==> config.mk <==
export PLATFORM = sky130hd
export DESIGN_NAME = sdram_frame_buf_sched
export DESIGN_NICKNAME = d
export VERILOG_FILES = /design/src/rtl/sdram_frame_buf_sched.sv
export SDC_FILE = /design/constraint.sdc
export NUM_CORES = 1
export LEC_CHECK = 0
export BUFFER_PORTS_ARGS = -buffer_cell sky130_fd_sc_hd__buf_2
export CORE_MARGIN = 5
export CORE_UTILIZATION = 54
export DETAILED_ROUTE_END_ITERATION = 8
export PLACE_DENSITY = 0.85
export REMOVE_ABC_BUFFERS = 1
export SKIP_LAST_GASP = 1
export SLEW_MARGIN = 0
export SYNTH_ARGS = -nofsm -noshare
export SYNTH_HDL_FRONTEND = slang
export SYNTH_SLANG_ARGS = --single-unit
==> constraint.sdc <==
create_clock -name clk_ref -period 3.85 [get_ports clk_ref]
set_input_delay 0.1925 -clock clk_ref [delete_from_list [all_inputs] [get_ports clk_ref]]
set_output_delay 0.1925 -clock clk_ref [all_outputs]
set_load 0.005 [all_outputs]
==> src/rtl/sdram_frame_buf_sched.sv <==
// -----------------------------------------------------------------------------
// sdram_frame_buf_sched
//   Triple-buffer frame scheduler for the 2-FIFO SDRAM frame store. Chooses
//   the slot the write stream fills and the slot the read stream displays, so
//   that the reader always gets the newest complete frame and the writer never
//   touches the slot being displayed.
//
// Ports
//   clk_ref          in   SDRAM reference clock, rising edge
//   rst_n            in   asynchronous active-low reset
//   sdram_init_done  in   SDRAM initialisation complete (level)
//   frame_write_done in   1-cycle pulse, write stream finished a frame
//   frame_read_done  in   1-cycle pulse, read stream finished a frame
//   wr_addr/wr_max_addr/wr_load   write slot window and reload strobe
//   rd_addr/rd_max_addr/rd_load   read slot window and reload strobe
//   frame_valid      out  a complete frame exists since init
//   wr_slot/rd_slot  out  current write / read slot index (0..2)
//   drop_cnt         out  frames overwritten unread (saturating)
//   repeat_cnt       out  frames re-displayed (saturating)
// -----------------------------------------------------------------------------
module sdram_frame_buf_sched #(
  parameter logic [21:0] BASE_ADDR   = 22'd0,
  parameter logic [21:0] FRAME_SIZE  = 22'd307200,
  parameter int unsigned LOAD_CYCLES = 4
) (
  input  logic        clk_ref,
  input  logic        rst_n,
  input  logic        sdram_init_done,
  input  logic        frame_write_done,
  input  logic        frame_read_done,
  output logic [21:0] wr_addr,
  output logic [21:0] wr_max_addr,
  output logic        wr_load,
  output logic [21:0] rd_addr,
  output logic [21:0] rd_max_addr,
  output logic        rd_load,
  output logic        frame_valid,
  output logic [1:0]  wr_slot,
  output logic [1:0]  rd_slot,
  output logic [15:0] drop_cnt,
  output logic [15:0] repeat_cnt
);

  localparam int unsigned CW = $clog2(LOAD_CYCLES + 1);
  localparam logic [CW-1:0] LAST_CNT = CW'(LOAD_CYCLES - 1);

  // Slot bases built with adds only; wraps mod 2^22 by construction.
  localparam logic [21:0] SLOT1_BASE = BASE_ADDR + FRAME_SIZE;
  localparam logic [21:0] SLOT2_BASE = SLOT1_BASE + FRAME_SIZE;

  typedef enum logic [1:0] {WAIT_INIT, LOAD, RUN} state_t;

  state_t        state_q, state_d;
  logic [CW-1:0] phase_q, phase_d;
  logic [1:0]    wr_slot_q, wr_slot_d, rd_slot_q, rd_slot_d, last_q, last_d;
  logic          unread_q, unread_d, valid_q, valid_d;
  logic [15:0]   drop_q, drop_d, repeat_q, repeat_d;
  logic          wr_load_q, wr_load_d, rd_load_q, rd_load_d;
  logic [CW-1:0] wr_lcnt_q, wr_lcnt_d, rd_lcnt_q, rd_lcnt_d;
  logic [21:0]   wr_addr_q, wr_max_q, rd_addr_q, rd_max_q;

  // Lowest slot index not used by either argument.
  function automatic logic [1:0] lowest_free(input logic [1:0] a, input logic [1:0] b);
    if (a != 2'd0 && b != 2'd0)      return 2'd0;
    else if (a != 2'd1 && b != 2'd1) return 2'd1;
    else                             return 2'd2;
  endfunction

  function automatic logic [21:0] slot_base(input logic [1:0] s);
    case (s)
      2'd0:    return BASE_ADDR;
      2'd1:    return SLOT1_BASE;
      default: return SLOT2_BASE;
    endcase
  endfunction

  always_comb begin
    // NOTE: every next-state signal takes its hold value first so no path
    // through the case below can leave one unassigned and infer a latch.
    state_d   = state_q;
    phase_d   = phase_q;
    wr_slot_d = wr_slot_q;
    rd_slot_d = rd_slot_q;
    last_d    = last_q;
    unread_d  = unread_q;
    valid_d   = valid_q;
    drop_d    = drop_q;
    repeat_d  = repeat_q;
    wr_load_d = 1'b0;
    rd_load_d = 1'b0;
    wr_lcnt_d = '0;
    rd_lcnt_d = '0;

    case (state_q)
      WAIT_INIT: begin
        if (sdram_init_done) begin
          state_d = LOAD;
          phase_d = '0;
        end
      end
      LOAD: begin
        if (phase_q == LAST_CNT) state_d = RUN;
        else                     phase_d = phase_q + 1'b1;
      end
      default: begin // RUN
        if (frame_write_done && frame_read_done) begin
          // The just-finished frame goes straight to display; the previously
          // displayed slot becomes free, so avoid only the old write slot.
          rd_slot_d = wr_slot_q;
          last_d    = wr_slot_q;
          wr_slot_d = lowest_free(wr_slot_q, wr_slot_q);
          unread_d  = 1'b0;
          valid_d   = 1'b1;
        end else if (frame_write_done) begin
          last_d    = wr_slot_q;
          valid_d   = 1'b1;
          unread_d  = 1'b1;
          if (unread_q && drop_q != 16'hFFFF) drop_d = drop_q + 16'd1;
          wr_slot_d = lowest_free(rd_slot_q, wr_slot_q);
        end else if (frame_read_done) begin
          if (unread_q) begin
            rd_slot_d = last_q;
            unread_d  = 1'b0;
          end else if (valid_q && repeat_q != 16'hFFFF) begin
            repeat_d = repeat_q + 16'd1;
          end
        end
      end
    endcase

    // Losing init overrides everything and re-applies the reset picture.
    if (!sdram_init_done) begin
      state_d   = WAIT_INIT;
      wr_slot_d = 2'd0;
      rd_slot_d = 2'd1;
      last_d    = 2'd1;
      unread_d  = 1'b0;
      valid_d   = 1'b0;
      drop_d    = '0;
      repeat_d  = '0;
    end

    // Outside RUN both strobes stay high. In RUN a slot change (re)starts a
    // LOAD_CYCLES-long pulse; the counter holds the remaining extra cycles.
    if (state_d != RUN) begin
      wr_load_d = 1'b1;
      rd_load_d = 1'b1;
    end else begin
      if (wr_slot_d != wr_slot_q) begin
        wr_load_d = 1'b1;
        wr_lcnt_d = LAST_CNT;
      end else if (wr_lcnt_q != '0) begin
        wr_load_d = 1'b1;
        wr_lcnt_d = wr_lcnt_q - 1'b1;
      end
      if (rd_slot_d != rd_slot_q) begin
        rd_load_d = 1'b1;
        rd_lcnt_d = LAST_CNT;
      end else if (rd_lcnt_q != '0) begin
        rd_load_d = 1'b1;
        rd_lcnt_d = rd_lcnt_q - 1'b1;
      end
    end
  end

  always_ff @(posedge clk_ref or negedge rst_n) begin
    if (!rst_n) begin
      state_q   <= WAIT_INIT;
      phase_q   <= '0;
      wr_slot_q <= 2'd0;
      rd_slot_q <= 2'd1;
      last_q    <= 2'd1;
      unread_q  <= 1'b0;
      valid_q   <= 1'b0;
      drop_q    <= '0;
      repeat_q  <= '0;
      wr_load_q <= 1'b1;
      rd_load_q <= 1'b1;
      wr_lcnt_q <= '0;
      rd_lcnt_q <= '0;
      wr_addr_q <= BASE_ADDR;
      wr_max_q  <= SLOT1_BASE;
      rd_addr_q <= SLOT1_BASE;
      rd_max_q  <= SLOT2_BASE;
    end else begin
      // NOTE: non-blocking updates so every register samples the pre-edge
      // values of the others, independent of statement order.
      state_q   <= state_d;
      phase_q   <= phase_d;
      wr_slot_q <= wr_slot_d;
      rd_slot_q <= rd_slot_d;
      last_q    <= last_d;
      unread_q  <= unread_d;
      valid_q   <= valid_d;
      drop_q    <= drop_d;
      repeat_q  <= repeat_d;
      wr_load_q <= wr_load_d;
      rd_load_q <= rd_load_d;
      wr_lcnt_q <= wr_lcnt_d;
      rd_lcnt_q <= rd_lcnt_d;
      wr_addr_q <= slot_base(wr_slot_d);
      wr_max_q  <= slot_base(wr_slot_d) + FRAME_SIZE;
      rd_addr_q <= slot_base(rd_slot_d);
      rd_max_q  <= slot_base(rd_slot_d) + FRAME_SIZE;
    end
  end

  assign wr_addr     = wr_addr_q;
  assign wr_max_addr = wr_max_q;
  assign wr_load     = wr_load_q;
  assign rd_addr     = rd_addr_q;
  assign rd_max_addr = rd_max_q;
  assign rd_load     = rd_load_q;
  assign frame_valid = valid_q;
  assign wr_slot     = wr_slot_q;
  assign rd_slot     = rd_slot_q;
  assign drop_cnt    = drop_q;
  assign repeat_cnt  = repeat_q;

endmodule

# Yosys cells after proc, flatten, opt, wreduce, memory -nomap -nowiden
# Cells that the tools add are included.
[op_classes]
n_reduce_logical = 19
n_eq_ne = 23
add_sub_neg = 7
n_mux = 59
[ops]
columns = ["cell", "count"]
rows = [
  ["$mux W16", 12],
  ["$pmux W20 S2", 2],
  ["$add A22 B19 Y22 const B", 2],
  ["$mux W2", 20],
  ["$add A16 B1 Y16 const B", 2],
  ["$ne A16 B16 Y1 const B", 2],
  ["$mux W3", 8],
  ["$mux W1", 15],
  ["$ne A2 B2 Y1 const B", 7],
  ["$ne A2 B1 Y1 const B", 6],
  ["$eq A2 B1 Y1 const B", 3],
  ["$logic_not A2 Y1", 3],
  ["$pmux W3 S2", 1],
  ["$reduce_and A6 Y1", 1],
  ["$reduce_bool A2 Y1", 3],
  ["$reduce_bool A3 Y1", 2],
  ["$sub A3 B1 Y3 const B", 2],
  ["$logic_and A1 B1 Y1", 5],
  ["$ne A2 B2 Y1", 2],
  ["$ne A4 B1 Y1 const B", 1],
  ["$pmux W2 S2", 1],
  ["$reduce_and A2 Y1", 2],
  ["$reduce_and A4 Y1", 1],
  ["$add A3 B1 Y3 const B", 1],
  ["other kinds (4)", 4],
]
[word_totals]
register_bits = 141
out_inout_bits = 127
inputBits = 5

# Longest topological paths before layout
[depth]
word_depth = 11
depth_mapped = 7
depth_no_buf = 6

# Worst setup path before layout
# No wires, ideal clock.
[synth_timing]
kind = "register -> register"
startpoint = "register drop_q[0] (netlist: drop_cnt[0])"
endpoint = "register drop_q[0] (netlist: drop_cnt[0])"
n_path_buf = 1
setup_ns = 0.132
t_arrival_ns = 1.705
setup_slack_ns = 2.013
stages_incl_launch_ff = 8
path_cell_list = "dfrtp_1 -> ha_1 -> nand2_1 -> or4b_4 -> o21ai_2 -> buf_6 -> xor2_1 -> nor2_1"
[synth_between]
elab_chain_len = 6
word_cells_on_any_way = 10
[synth_lines]
columns = ["element", "line_no", "text"]
rows = [
  ["start: declaration", "57", "logic [15:0] drop_q, drop_d, repeat_q, repeat_d;"],
  ["start signal: assignment", "195", "drop_q <= drop_d;"],
  ["$add A16 B1 Y16", "118", "if (unread_q && drop_q != 16'hFFFF) drop_d = drop_q + 16'd1;"],
  ["$mux W16", "118", ""],
  ["$mux W16", "114", "end else if (frame_write_done) begin"],
  ["$mux W16", "106", "if (frame_write_done && frame_read_done) begin"],
  ["$mux W16", "94", "case (state_q)"],
  ["$mux W16", "132", "if (!sdram_init_done) begin"],
]
# Several ways; a longest one is shown, not always the timed one. The select of a mux whose other input is x is not followed.
# A chain may end at the register's enable or synchronous reset.

# Final worst setup path
[layout_timing]
startpoint = "register state_q[1]"
endpoint = "register drop_q[13] (netlist: drop_cnt[13])"
[layout_between]
elab_chain_len = 4
word_cells_on_any_way = 5
[layout_lines]
columns = ["element", "line_no", "text"]
rows = [
  ["start: declaration", "53", "state_t state_q, state_d;"],
  ["start signal: assignment", "188", "state_q <= state_d;"],
  ["$eq A2 B1 Y1 or $logic_not A2 Y1 (tied branches)", "94", ""],
  ["$reduce_or A2 Y1 (no line) (*)", "-", ""],
  ["$ne A2 B2 Y1 (no line) (*)", "-", ""],
  ["$reduce_and A4 Y1 (no line) (*)", "-", ""],
]
# Mark *: on every way between the ends. The rest lies on a longest branch, timed or not.

==> flow_summary.yaml <==
critical_path:
  endpoint_kind: "flip-flop"
  path_max_fanout: 17
  critPathKind: "flip-flop to flip-flop"
  cp.arrival_ns: 2.34
  critPathLaunchType: "flip-flop"
  critical_path_required_ns: 4.07
sta:
  worst_slew_pin_slew_ns: 0.935
  fin_crit_ns: 2.11
  skew_ns: 0.00971
  fmax_mhz: 473
  relSlewSlack: 0.376
  setup_viol_count_final: 0
  grt_setup_unrepaired: "false"
  finalHoldViolCount: 22
  final_max_slew_viol_count: 0
  fin_ws_ns: 1.74
  fin_hold_ws_ns: -0.0207
  finalCritPeriodShare: 0.549
  setup_tns_ns: 0
final_layout:
  layout-drive-gt1-share: 0.248
  multi_input_comb_area_um2: 1640
  fill_cells: 579
  final_cells: 560
  num_antenna_cells: 0
  register_area_um2: 1690
  finalNetCount: 468
  syn2layout_area_growth_pct: 9.68
drt:
  num_vias: 2902
  ant_nets: 0
  vias_per_cell: 5.18
  drc: 0
  drt-pass1-iter-count: 4
  drtIter0Drc: 205
  wl_per_cell_um: 14.5
  wl_um: 8130
placed_design:
  dp.cells: 544
  dp_hpwl_um: 5700
  place.gp.congestion: 0.889
  place_ws_ns: 1.78
  io_buffers: 75
outcome:
  status: "finished with violations"
  failed_checks: "hold timing"
synthesis:
  synth_edf_count: 0
  ys_seq_elements: 67
  netlist_area_um2: 3770
  async_reset_ff_frac: 1.00
  synth_cell_type_count: 56
  ys_seq_area_frac: 0.448
  synth_area_leaders: "dfrtp_1, buf_4, dfstp_2, nor2_1, nand2_1"
  yosysWarnings: 0
  synth_ff_type: "dfrtp_1"
  yosysTopAreaCell: "dfrtp_1"
  synth_area_per_cell_um2: 9.45
  synth_cells: 399
  synth_top_cell_area_share: 0.378
power_and_ir_drop:
  power_density_nw_per_um2: 404
  ir_drop_v: 0.000222
  p_leak_nw: 1.99
  pwr-share-comb: 0.103
  power.internal_mw: 1.25
  p_switching_uw: 416
  power_mw: 1.67
  p_seq_frac: 0.459
  clkPwrFrac: 0.437
  swShare: 0.249
clocking:
  htreeDepth: 3
  holdBufCountCts: 0
  numCtsBuffers: 9
  clock_sinks: 67
  tritoncts: "built"
  cts_resized: 0
  path_clk_slew_ns: 0.08
  cts_post_setup_buffers_inserted: 0
  clock_path_buffers: 2
  clk_latency_ns: 0.35
  clock-root-buffer: "clkbuf_8"
flow_run:
  maxCapViolCount: 0
grt:
  antenna_found_initial: 0
  grt-ovfl-total: 0
  grt_max_degree: 44
  track_usage: 0.196
  grt_first_pass_wirelength_um: 13600
  grt_pass1_vias: 2826
floorplan:
  io_pins: 132
  die_area_um2: 8760
  rows: 30
  die_h_um: 93.6
  fp.dieW_um: 93.6
  design.core.area_um2: 6790
  start_util: 0.555
min_path:
  hold_path_class: "primary input to async pin"
==> cell type report <==
cell class / instances / share of cell area
multi-input combinational: 292 / 0.397
sequential: 67 / 0.408
clock inverter: 6 / 0.0272
timing repair buffer: 77 / 0.0943
clock buffer: 10 / 0.0333
tap: 96 / 0.0290
inverter: 12 / 0.0109
==> power by group through the flow <==
| stage | logic [mW] | clock network [mW] | registers (mW) |
|---|---|---|---|
| global route | 0.198 | 0.781 | 0.772 |
| floorplan | 0.101 | 0 | 0.777 |
| finish | 0.173 | 0.731 | 0.767 |
| detailed placement | 0.170 | 0 | 0.780 |
| global placement | 0.165 | 0 | 0.777 |
| CTS | 0.173 | 0.743 | 0.767 |
==> metal layers <==
layer	track usage	part of all wire	wire length, µm	vias up
li1	-	-	-	1377
met1	0.256	0.43	3480	1398
met5	0	0	0	-
met2	0.306	0.50	4030	119
met4	0.0818	0.010	85	0
met3	0.0531	0.065	530	8
==> kinds of logic after synthesis <==
family,synth area share
mux,0.0113
xor+xnor,0.0464
buf+inv,0.173
simple gates,0.192
other cells,0.000994
fa+ha+maj,0.0133
compound gates,0.115
flops,0.448
==> path summary, 6_finish.rpt <==
kind	cells past startpoint	start	end	slack, ns
setup / recovery	5	state_q[1]	drop_cnt[13]	1.74
hold / removal	1	rst_n	repeat_cnt[8]	-0.02
setup reg to reg	5	state_q[1]	drop_cnt[13]	1.74
hold reg to reg	2	last_q[0]	last_q[0]	0.52
max in group asynchronous	2	rst_n	wr_max_addr[18]	2.95
min in group clk_ref	2	sdram_init_done	rd_load	0.24
==> cell usage in the layout (no fill, tap or decap), types with 3 or more instances in the layout <==
cell type / netlist / routed
o31ai_1: 5 / 5
inv_1: 11 / 11
a31oi_1: 6 / 6
ha_1: 4 / 4
o21bai_1: 3 / 3
clkinvlp_4: 0 / 3
o21ai_0: 12 / 12
nand2b_1: 5 / 5
xor2_1: 11 / 11
o22ai_1: 4 / 4
conb_1: 1 / 58
o21ai_1: 3 / 3
and2_1: 3 / 3
a211oi_1: 3 / 3
nand2_1: 28 / 28
a21oi_1: 19 / 19
nor2_1: 34 / 34
or3_1: 3 / 3
nand3_1: 17 / 17
a22o_1: 4 / 4
dfstp_2: 10 / 10
nor3_1: 8 / 8
or4_1: 5 / 5
and3_1: 3 / 3
buf_2: 3 / 75
clkbuf_8: 0 / 10
xnor2_1: 9 / 9
nand4_1: 12 / 12
nor4_1: 4 / 4
dfrtp_1: 57 / 57
bufinv_16: 0 / 3
==> stage by stage <==
step                utilization  hold WS (ns)  instance area [µm²]
floorplan                     -        -0.103                 3380
global placement          0.572         0.385                 3890
detailed placement        0.572         0.393                 3890
CTS                       0.609       0.00360                 4140
global route              0.609        0.0668                 4140
finish                    0.609       -0.0207                 4140
==> state kept, by name (all words and copies together) (netlist names) <==
signal and cells:
phase_q 3, wr_max_addr 7, rd_addr 3, unread_q 1, wr_lcnt_q 3, last_q 2
rd_max_addr 4, rd_load 1, rd_lcnt_q 3, drop_cnt 16, rd_slot 2, wr_load 1
wr_slot 2, state_q 2, repeat_cnt 16, frame_valid 1
==> worst max-delay path, stage by stage (launching register included) <==
cell and delay (ns):
dfrtp_1 0.68, nand4b_1 0.30, nor4_1 0.60, nand4_1 0.20, xor2_1 0.16, nor2_1 0.05
==> cell usage after synthesis (all sizes together) (3+ instances only) <==
library cell and instances:
nor3b 3, or3 3, xnor2 9, o21ai 16, nand2b 5, nand3 17
xor2 11, ha 4, or4 5, o31ai 5, dfstp 10, a211oi 3
nand4 12, dfrtp 57, o21bai 3, nor4 4, inv 11, clkbuf 6
buf 79, and3 3, nor2 34, nand2 29, o22ai 4, a31oi 6
and2 4, nor3 8, a22o 4, a21oi 19
(Power assumes the default switching activity.)
